===== src/rtl/keypad_pkg.sv =====
// Shared types and constants for the keypad entry block: FSM states, key codes
// and the row/column decode helpers.
package keypad_pkg;

    typedef enum logic [1:0] {
        SCAN,
        DEBOUNCE,
        PRESSED,
        RELEASE
    } state_t;

    localparam logic [3:0] KEY_A    = 4'd10;
    localparam logic [3:0] KEY_B    = 4'd11;
    localparam logic [3:0] KEY_C    = 4'd12;
    localparam logic [3:0] KEY_D    = 4'd13;
    localparam logic [3:0] KEY_STAR = 4'd14;
    localparam logic [3:0] KEY_HASH = 4'd15;

    localparam int NUM_MAX = 8191;

    function automatic logic one_low(input logic [3:0] v);
        case (v)
            4'b1110, 4'b1101, 4'b1011, 4'b0111: one_low = 1'b1;
            default:                            one_low = 1'b0;
        endcase
    endfunction

    // Only meaningful for one-hot-low patterns; anything else maps to 0.
    function automatic logic [1:0] low_index(input logic [3:0] v);
        case (v)
            4'b1101: low_index = 2'd1;
            4'b1011: low_index = 2'd2;
            4'b0111: low_index = 2'd3;
            default: low_index = 2'd0;
        endcase
    endfunction

    function automatic logic [3:0] key_decode(input logic [1:0] r, input logic [1:0] c);
        case ({r, c})
            4'h0: key_decode = 4'd1;
            4'h1: key_decode = 4'd2;
            4'h2: key_decode = 4'd3;
            4'h3: key_decode = KEY_A;
            4'h4: key_decode = 4'd4;
            4'h5: key_decode = 4'd5;
            4'h6: key_decode = 4'd6;
            4'h7: key_decode = KEY_B;
            4'h8: key_decode = 4'd7;
            4'h9: key_decode = 4'd8;
            4'hA: key_decode = 4'd9;
            4'hB: key_decode = KEY_C;
            4'hC: key_decode = KEY_STAR;
            4'hD: key_decode = 4'd0;
            4'hE: key_decode = KEY_HASH;
            default: key_decode = KEY_D;
        endcase
    endfunction

endpackage


===== src/rtl/keypad_entry_col_sync.sv =====
// Two-flop synchronizer for the asynchronous keypad column lines; idles high
// to match the external pull-ups.
module col_sync (
    input  logic       clk,
    input  logic       rst,
    input  logic [3:0] d,
    output logic [3:0] q
);

    logic [3:0] meta;

    always_ff @(posedge clk or posedge rst) begin
        if (rst) begin
            meta <= 4'hF;
            q    <= 4'hF;
        end else begin
            meta <= d;
            q    <= meta;
        end
    end

endmodule


===== src/rtl/keypad_entry.sv =====
// 4x4 keypad scanner with press/release debounce that accumulates decimal
// digits into a 13-bit value for the display driver.
module keypad_entry
    import keypad_pkg::*;
#(
    parameter int SCAN_DIV        = 100000,
    parameter int DEBOUNCE_CYCLES = 1000000
) (
    input  logic        clk,
    input  logic        rst,
    input  logic [3:0]  col,
    output logic [3:0]  row,
    output logic [12:0] num,
    output logic        key_valid,
    output logic [3:0]  key_code
);

    localparam int SW = $clog2(SCAN_DIV);
    localparam int DW = $clog2(DEBOUNCE_CYCLES);
    localparam logic [SW-1:0] SCAN_LAST = SW'(SCAN_DIV - 1);
    localparam logic [DW-1:0] DB_LAST   = DW'(DEBOUNCE_CYCLES - 1);

    logic [3:0]    col_s;
    state_t        state, state_next;
    logic [SW-1:0] scan_cnt, scan_cnt_next;
    logic [DW-1:0] db_cnt, db_cnt_next;
    logic [3:0]    col_latch, col_latch_next;
    logic [3:0]    row_next;
    logic [12:0]   num_next;
    logic          key_valid_next;
    logic [3:0]    key_code_next;
    logic [3:0]    accept_code;
    logic [16:0]   appended;

    col_sync u_col_sync (
        .clk (clk),
        .rst (rst),
        .d   (col),
        .q   (col_s)
    );

    always_ff @(posedge clk or posedge rst) begin
        if (rst) begin
            state     <= SCAN;
            scan_cnt  <= '0;
            db_cnt    <= '0;
            col_latch <= 4'hF;
            row       <= 4'b1110;
            num       <= '0;
            key_valid <= 1'b0;
            key_code  <= '0;
        end else begin
            state     <= state_next;
            scan_cnt  <= scan_cnt_next;
            db_cnt    <= db_cnt_next;
            col_latch <= col_latch_next;
            row       <= row_next;
            num       <= num_next;
            key_valid <= key_valid_next;
            key_code  <= key_code_next;
        end
    end

    // The row register stays put outside SCAN, so it doubles as the latched key row.
    assign accept_code = key_decode(low_index(row), low_index(col_latch));
    assign appended    = 17'(num) * 17'd10 + 17'(accept_code);

    always_comb begin
        state_next     = state;
        scan_cnt_next  = scan_cnt;
        db_cnt_next    = db_cnt;
        col_latch_next = col_latch;
        row_next       = row;
        num_next       = num;
        key_valid_next = 1'b0;
        key_code_next  = key_code;

        case (state)
            SCAN: begin
                if (scan_cnt == SCAN_LAST) begin
                    scan_cnt_next = '0;
                    if (one_low(col_s)) begin
                        col_latch_next = col_s;
                        db_cnt_next    = '0;
                        state_next     = DEBOUNCE;
                    end else begin
                        row_next = {row[2:0], row[3]};
                    end
                end else begin
                    scan_cnt_next = scan_cnt + 1'b1;
                end
            end
            DEBOUNCE: begin
                if (col_s != col_latch) begin
                    db_cnt_next = '0;
                    state_next  = SCAN;
                end else if (db_cnt == DB_LAST) begin
                    db_cnt_next    = '0;
                    state_next     = PRESSED;
                    key_valid_next = 1'b1;
                    key_code_next  = accept_code;
                    if (accept_code <= 4'd9) begin
                        if (appended <= 17'(NUM_MAX))
                            num_next = appended[12:0];
                    end else if (accept_code == KEY_STAR) begin
                        num_next = '0;
                    end else if (accept_code == KEY_HASH) begin
                        num_next = num / 13'd10;
                    end
                end else begin
                    db_cnt_next = db_cnt + 1'b1;
                end
            end
            PRESSED: begin
                if (col_s == 4'hF) begin
                    db_cnt_next = '0;
                    state_next  = RELEASE;
                end
            end
            RELEASE: begin
                if (col_s != 4'hF) begin
                    db_cnt_next = '0;
                    state_next  = PRESSED;
                end else if (db_cnt == DB_LAST) begin
                    db_cnt_next = '0;
                    state_next  = SCAN;
                end else begin
                    db_cnt_next = db_cnt + 1'b1;
                end
            end
            default: state_next = SCAN;
        endcase
    end

endmodule

===== config.mk =====
export PLATFORM = sky130hd
export DESIGN_NAME = keypad_entry
export DESIGN_NICKNAME = d
export VERILOG_FILES = /design/src/rtl/keypad_pkg.sv /design/src/rtl/keypad_entry_col_sync.sv /design/src/rtl/keypad_entry.sv
export SDC_FILE = /design/constraint.sdc
export NUM_CORES = 1
export LEC_CHECK = 0
export CAP_MARGIN = 15
export CORE_MARGIN = 2
export CORE_UTILIZATION = 44
export CTS_CLUSTER_SIZE = 40
export DETAILED_ROUTE_END_ITERATION = 6
export HOLD_SLACK_MARGIN = 0.12
export SYNTH_ARGS = -nofsm -noshare
export SYNTH_HDL_FRONTEND = slang
export SYNTH_HIERARCHICAL = 1
export SYNTH_SLANG_ARGS = --single-unit

===== constraint.sdc =====
create_clock -name clk -period 12.6 [get_ports clk]
set_input_delay 1.26 -clock clk [delete_from_list [all_inputs] [get_ports clk]]
set_output_delay 1.26 -clock clk [all_outputs]
set_load 0.01 [all_outputs]

* Word level (Yosys, flattened, before mapping) *
Memory sizes are Yosys's and may differ from the RTL's.
Index checks and enable logic that the tools add are counted.

word-level totals
  flip-flop bits (word level) = 73
  bits in latches = 0
  RAM bits = 0
  bits in read-only memories = 64
  output and inout port bits = 22
  logic and storage cells = 83
  memories kept = 1

cells by class
  add/sub/neg operators = 3
  $mul = 1
  div/mod/pow operators = 1
  order comparisons = 2
  eq/ne operators = 26
  shift operators = 0
  muxes and demuxes = 28
  bitwise operators = 2
  reductions and logical operators = 9

memories
  name              words  bits a word  rd ports  clocked after memory_dff  write ports  RTL line          RTL
  (name not given)  16     4            1         0                         0            keypad_pkg.sv:39  case ({r, c})

operator list
  operator                                                                 number
  20-bit 2-to-1 mux                                                        6
  20-bit one-hot mux with 4 select lines                                   1
  13-bit 2-to-1 mux                                                        4
  4-bit == test, second input constant                                     10
  20-bit by 1-bit adder with 20-bit output, second input constant          1
  20-bit == test, second input constant                                    1
  17-bit by 1-bit adder with 17-bit output, second input constant          1
  17-bit by 4-bit adder with 17-bit output                                 1
  17-bit == test, second input constant                                    1
  17-bit by 13-bit <= comparator with 1-bit output, second input constant  1
  17-bit 2-to-1 mux                                                        1
  13-bit by 3-bit multiplier with 16-bit output, second input constant     1
  2-bit 2-to-1 mux                                                         7
  13-bit by 4-bit divider with 13-bit output, second input constant        1
  4-bit by 3-bit == test with 1-bit output, second input constant          3
  2-bit one-hot mux with 3 select lines                                    2
  3-bit AND reduction                                                      4
  5-bit AND reduction                                                      2
  2-bit one-hot mux with 4 select lines                                    1
  1-bit 2-to-1 mux                                                         6
  2-bit != test, second input constant                                     3
  3-bit != test, second input constant                                     2
  2-bit == test, second input constant                                     2
  4-bit <= comparator, second input constant                               1
  8 further kinds                                                          9

* Logic depth before layout (Yosys ltp) *
  word-level depth = 8
  depth in mapped cells = 25

* Cells and area by module *
The synthesis kept the hierarchy.

modules (own cells, without submodules)
  module        times used  cells an instance  area each (µm²)  sequential area each (µm²)
  keypad_entry  1           691                5,751.8          1,635.3
  col_sync      1           9                  214.0            210.2

* Worst setup path after synthesis *
No wires, ideal clock.

  path type = register to register
  from = register col_latch[3]
  to = register num[2]
  library setup time = 0.119 ns
  arrival = 4.772 ns
  setup slack = 7.709 ns
  stages on the path, launching flop included = 26
  buffers on the path = 3
  clock period less this slack = 4.891 ns
  path through = dfstp_2 -> clkbuf_1 -> xor2_1 -> and3_1 -> inv_1 -> ha_1 -> and2_1 -> a21oi_1 -> nor2_1 -> a21o_1 -> inv_1 -> ha_1 -> inv_1 -> fa_1 -> nor2b_1 -> o21ai_0 -> or3_1 -> nor3_1 -> and4_1 -> o2111ai_1 -> mux2i_1 -> a32o_1 -> clkbuf_1 -> clkbuf_1 -> o221ai_1 -> o21a_1

between the ends
  word-level cells in the longest chain between the ends = 7
  elaborated cells on any way between the ends = 18
  classes of those cells = add/sub: 1; order compare: 2; eq/ne: 7; mux: 4; bitwise: 1; reduce/logical: 2; memory: 1

ends and longest elaborated chain
  item                                                                              RTL line             RTL
  start: declaration                                                                keypad_entry.sv:27   logic [3:0] col_latch, col_latch_next;
  start signal: assignment                                                          keypad_entry.sv:56   col_latch <= col_latch_next;
  4-bit by 3-bit == test with 1-bit output / 4-bit == test (equally long branches)  keypad_pkg.sv:30     case (v)
  2-bit one-hot mux with 3 select lines *                                           keypad_pkg.sv:30
  memory 16 x 4 bit *                                                               -
  net accept_code[1]                                                                keypad_entry.sv:32   logic [3:0] accept_code;
  17-bit by 4-bit adder with 17-bit output                                          keypad_entry.sv:66   assign appended = 17'(num) * 17'd10 + 17'(accept_code);
  17-bit by 13-bit <= comparator with 1-bit output                                  keypad_entry.sv:103  if (appended <= 17'(NUM_MAX))
  2-bit by 1-bit != test with 1-bit output (no line)                                -
  5-bit AND reduction (no line)                                                     -
  end signal: assignment                                                            keypad_entry.sv:58   num <= num_next;
  end: declaration                                                                  keypad_entry.sv:13   output logic [12:0] num,

The timed path passes the listed nets; every way through them passes the cells marked *. The select of a mux whose other input is x is not followed.
A chain may end at the register's enable or synchronous reset.

* Worst setup path in the final report *
  from = register col_latch[3]
  to = register num[0]

The elaborated chain is that of the path after synthesis.

==> impl_results.md <==
* Outcome: finished clean
* Simple logic cell fraction of the synthesized area at 23.7%
* Mapped cell area at 5970 um^2
* Mapped Avg Cell Area at 8.52 um^2
* #FFs+latches synth at 73
* Largest family of logic cells by synthesized area: simple AND/OR/NAND/NOR gates
* Cells after Synth at 700
* Worst R2R Path Depth at 23
* Die area at 14,500 um^2
* Final HPWL DP at 9940 um
* Adder-cell area share of the yosys netlist at 7.13%
* Final hold violation count at 0
* Antenna viol nets, final at 0
* Worst-Margin Slew at 1.14 ns
* Number of buffers created by CTS at 9
* CP max FO at 26
* Final Slew Violations at 0
* Compound-Gate Fraction of Synth Area at 21.8%
* Starting Density at 45.0%
* Post-CTS Setup Bufs at 0
* Layout cells sized above 1 at 10.4%
* Placed cells at 871
* CTS resizes at 0
* Top sig layer: met4
* CP Launch Type: register
* Routed wire length at 14,300 um
* Root Buffer: clkbuf_16
* GP Congestion at 0.824
* Fin crit period at 5.53 ns
* TritonCTS clock tree: done
* Worst setup path start: col_latch[3]$_DFFE_PP1P_
* Synth-to-Final Area Change at 10.6%
* Post-route cell area at 6600 um^2
* Vias in the first global route at 4,984
* Grt total ovfl at 0
* # DRC at 0
* Met3 wire length at 628 um
* Initial antenna violation count at 0
* Mux cell area share after synthesis at 3.08%
* Req. time, crit path at 12.81 ns
* Clk buf depth at 2
* Clock sink total at 73
* First-pass iteration count of the detailed router at 5
* Area of placed instances at 6280 um^2
* CP cell instances: xor2_1 > and3_1 > inv_1 > ha_1 > and2_1 > a21oi_1 > nor2_1 > a21o_1 > inv_1 > ha_1 > inv_1 > fa_1 > nor2b_1 > o21ai_0 > or3_1 > nor3_1 > and4_1 > o2111ai_1 > mux2i_1 > a32o_1 > nand4_1 > a211oi_1 > a21oi_2
* Clk slew on worst S/H paths at 0.06 ns
* Die Wd at 120 um
* Largest stage delay, worst path at 0.77 ns
* Async SR Flop Fraction at 100%
* Worst Skew at 0.00521 ns
* Post-Route Setup TNS at 0 ns
* Core Util, Final at 49.8%
* Wl on met1 at 7070 um
* Post-synth top area share at 24.3%
* Synth area leader: dfrtp_1
* All-Layer GR Usage at 20.2%
* Delay-heaviest family, CP: simple AND/OR/NAND/NOR gates
* HP Class: register to register
* Final nets at 744
* Core ar. at 13,200 um^2
* CP Buf/Inv Count at 3
* Final worst-path cycle share at 43.9%
* Critical Path Stages at 23
* N_diodes at 0
* Drt initial violations at 385
* # IOs at 28
* Num rows at 42
* Dominant cells by area after synthesis: dfrtp_1 24%, dfstp_2 6.6%, ha_1 6.3%
* Via density at 5.92
* R2R Path Start: col_latch[3]$_DFFE_PP1P_
* Number of synthesized flops with an enable pin at 0
* Number of buffers added on ports at 27
* Pwr dens at 79.7 nW/um^2
* Worst Setup End Kind: register
* Htree depth at 3
* Seq/Total Area, Yosys at 30.9%
* Hold depth at 0
* F_max at 0.181 GHz
* Syn Nets at 738
* Vias at 5,253
* Unrepaired setup endpoints after global routing: no
* Drt wl/cell at 16.1 um
* Clk Latency, worst-skew pair at 0.34 ns
* Worst setup path class: register to register
* Slew headroom at 24.2%
* Slowest CP cell: a32o_1
* Most frequent cell on the critical path: inv_1
* Non-Filler Instances at 887
* Ys Warns at 6
* HP Start: u_col_sync/meta[1]$_DFF_PP1_
* Most used DFF post-synth: dfrtp_1
* Met2 routed WL at 6420 um
* Worst vdd ir at 0.0876 mV
* Chip height at 120 um
* Pin count of the biggest net entering global routing at 66
* Final setup viols at 0
* First-pass GRT wire length at 24,000 um
* Netlist cell types at 88
* Max-cap violation count at 0
* Leak pwr at 2.82 nW
* XOR/XNOR share of the synthesized area at 7.63%
* WP data arrival at 5.75 ns
* Hold Buf Count CTS at 0
## layer usage
metal	vias to the layer above	track usage, %
li1	2579	-
met1	2545	28.9
met2	113	31.5
met3	16	3.49
met4	0	5.38
met5	-	0
## layout make-up
class | instances | area [um^2]
flip-flops and latches | 73 | 1850
inverters | 35 | 131
clock inverters | 7 | 93.8
repair buffers | 32 | 308
fillers | 1264 | 6640
clock buffers | 9 | 225
well taps | 176 | 220
multi-input cells | 555 | 3780
## worst register-to-register path, delay by kind of cell (launching register included)
kind	cells	cell delay [ns]
AND/OR/NAND/NOR	8	1.80
adder cells (fa/ha/maj)	3	0.76
flip-flops	1	0.59
AO/OA/AOI/OAI	7	1.73
XOR/XNOR	1	0.15
buffers and inverters	3	0.22
multiplexers	1	0.16
## Yosys cell counts (7+ instances only)
master,count
and3_1,19
or3_1,11
nand2_1,58
nand2b_1,8
ha_1,30
o211ai_1,9
a31oi_1,8
nand4_1,12
xnor2_1,24
a21oi_1,30
buf_6,7
clkbuf_1,18
nor3_1,16
a211oi_1,8
dfstp_2,15
nand3_1,23
nor4_1,9
o21ai_0,51
o21a_1,13
inv_1,33
buf_2,8
o221ai_1,8
xor2_1,28
nor2_1,60
mux2i_1,9
nor2b_1,7
dfrtp_1,58
mux2_2,7
## path summary, 6_finish.rpt
kind	end	slack [ns]
worst min-delay path	u_col_sync/q[1]$_DFF_PP1_	0.36
worst max-delay path	num[0]$_DFFE_PP0P_	7.07
max in group asynchronous	num[10]$_DFFE_PP0P_	10.54
worst max register to register	num[0]$_DFFE_PP0P_	7.07
worst min register to register	u_col_sync/q[1]$_DFF_PP1_	0.36
min in group asynchronous	u_col_sync/q[2]$_DFF_PP1_	1.46
## cells by family after synthesis
| logic type | Yosys count |
|---|---|
| simple gates | 265 |
| xor+xnor | 52 |
| mux | 17 |
| compound gates | 188 |
| flops | 73 |
| buf+inv | 72 |
| fa+ha+maj | 33 |
## per-stage QoR
| stage | power, mW | setup WS, ns | hold slack [ns] |
|---|---|---|---|
| finish | 0.526 | 7.07 | 0.355 |
| global route | 0.543 | 6.57 | 0.356 |
| CTS | 0.534 | 7.10 | 0.354 |
| detailed placement | 0.253 | 7.14 | 0.348 |
| global placement | 0.253 | 7.37 | 0.346 |
| floorplan | 0.249 | 7.71 | 0.345 |
## where the power goes
group / total [mW] / internal (mW) / switching (mW) / leakage [nW]
combinational: 0.00929 / 0.00312 / 0.00617 / 1.72
clock: 0.277 / 0.173 / 0.104 / 0.152
sequential: 0.240 / 0.237 / 0.00270 / 0.953
## sequential cells by signal, summed over array words and instances (netlist names)
register	count
u_col_sync/meta	4
state	2
col_latch	4
db_cnt	20
key_valid	1
row	4
scan_cnt	17
num	13
key_code	4
u_col_sync/q	4
## placed cells by master, fill, tap and decap left out, types with 4 or more instances in the layout
cell | netlist | layout
xnor2_1 | 24 | 24
a21oi_1 | 30 | 30
nor4_1 | 9 | 9
a211oi_1 | 8 | 8
inv_1 | 33 | 32
dfrtp_1 | 58 | 58
nand4_1 | 12 | 12
or2_2 | 4 | 4
nor2_1 | 60 | 60
a41oi_1 | 6 | 6
or3_1 | 11 | 11
o221ai_1 | 8 | 8
nand2b_1 | 8 | 8
o21a_1 | 13 | 13
o211ai_1 | 9 | 9
nand2_1 | 58 | 58
clkbuf_16 | 0 | 9
a31oi_1 | 8 | 8
clkdlybuf4s50_1 | 0 | 27
nand3_1 | 23 | 23
o21ai_1 | 6 | 6
and3_1 | 19 | 19
o21ai_0 | 51 | 51
buf_4 | 3 | 5
xor2_1 | 28 | 28
mux2_2 | 7 | 7
and2_1 | 5 | 5
nor2b_1 | 7 | 7
o31ai_1 | 5 | 5
dfstp_2 | 15 | 15
mux2i_1 | 9 | 9
nor3_1 | 16 | 16
ha_1 | 30 | 30
a21o_1 | 4 | 4
(Power assumes the default switching activity.)
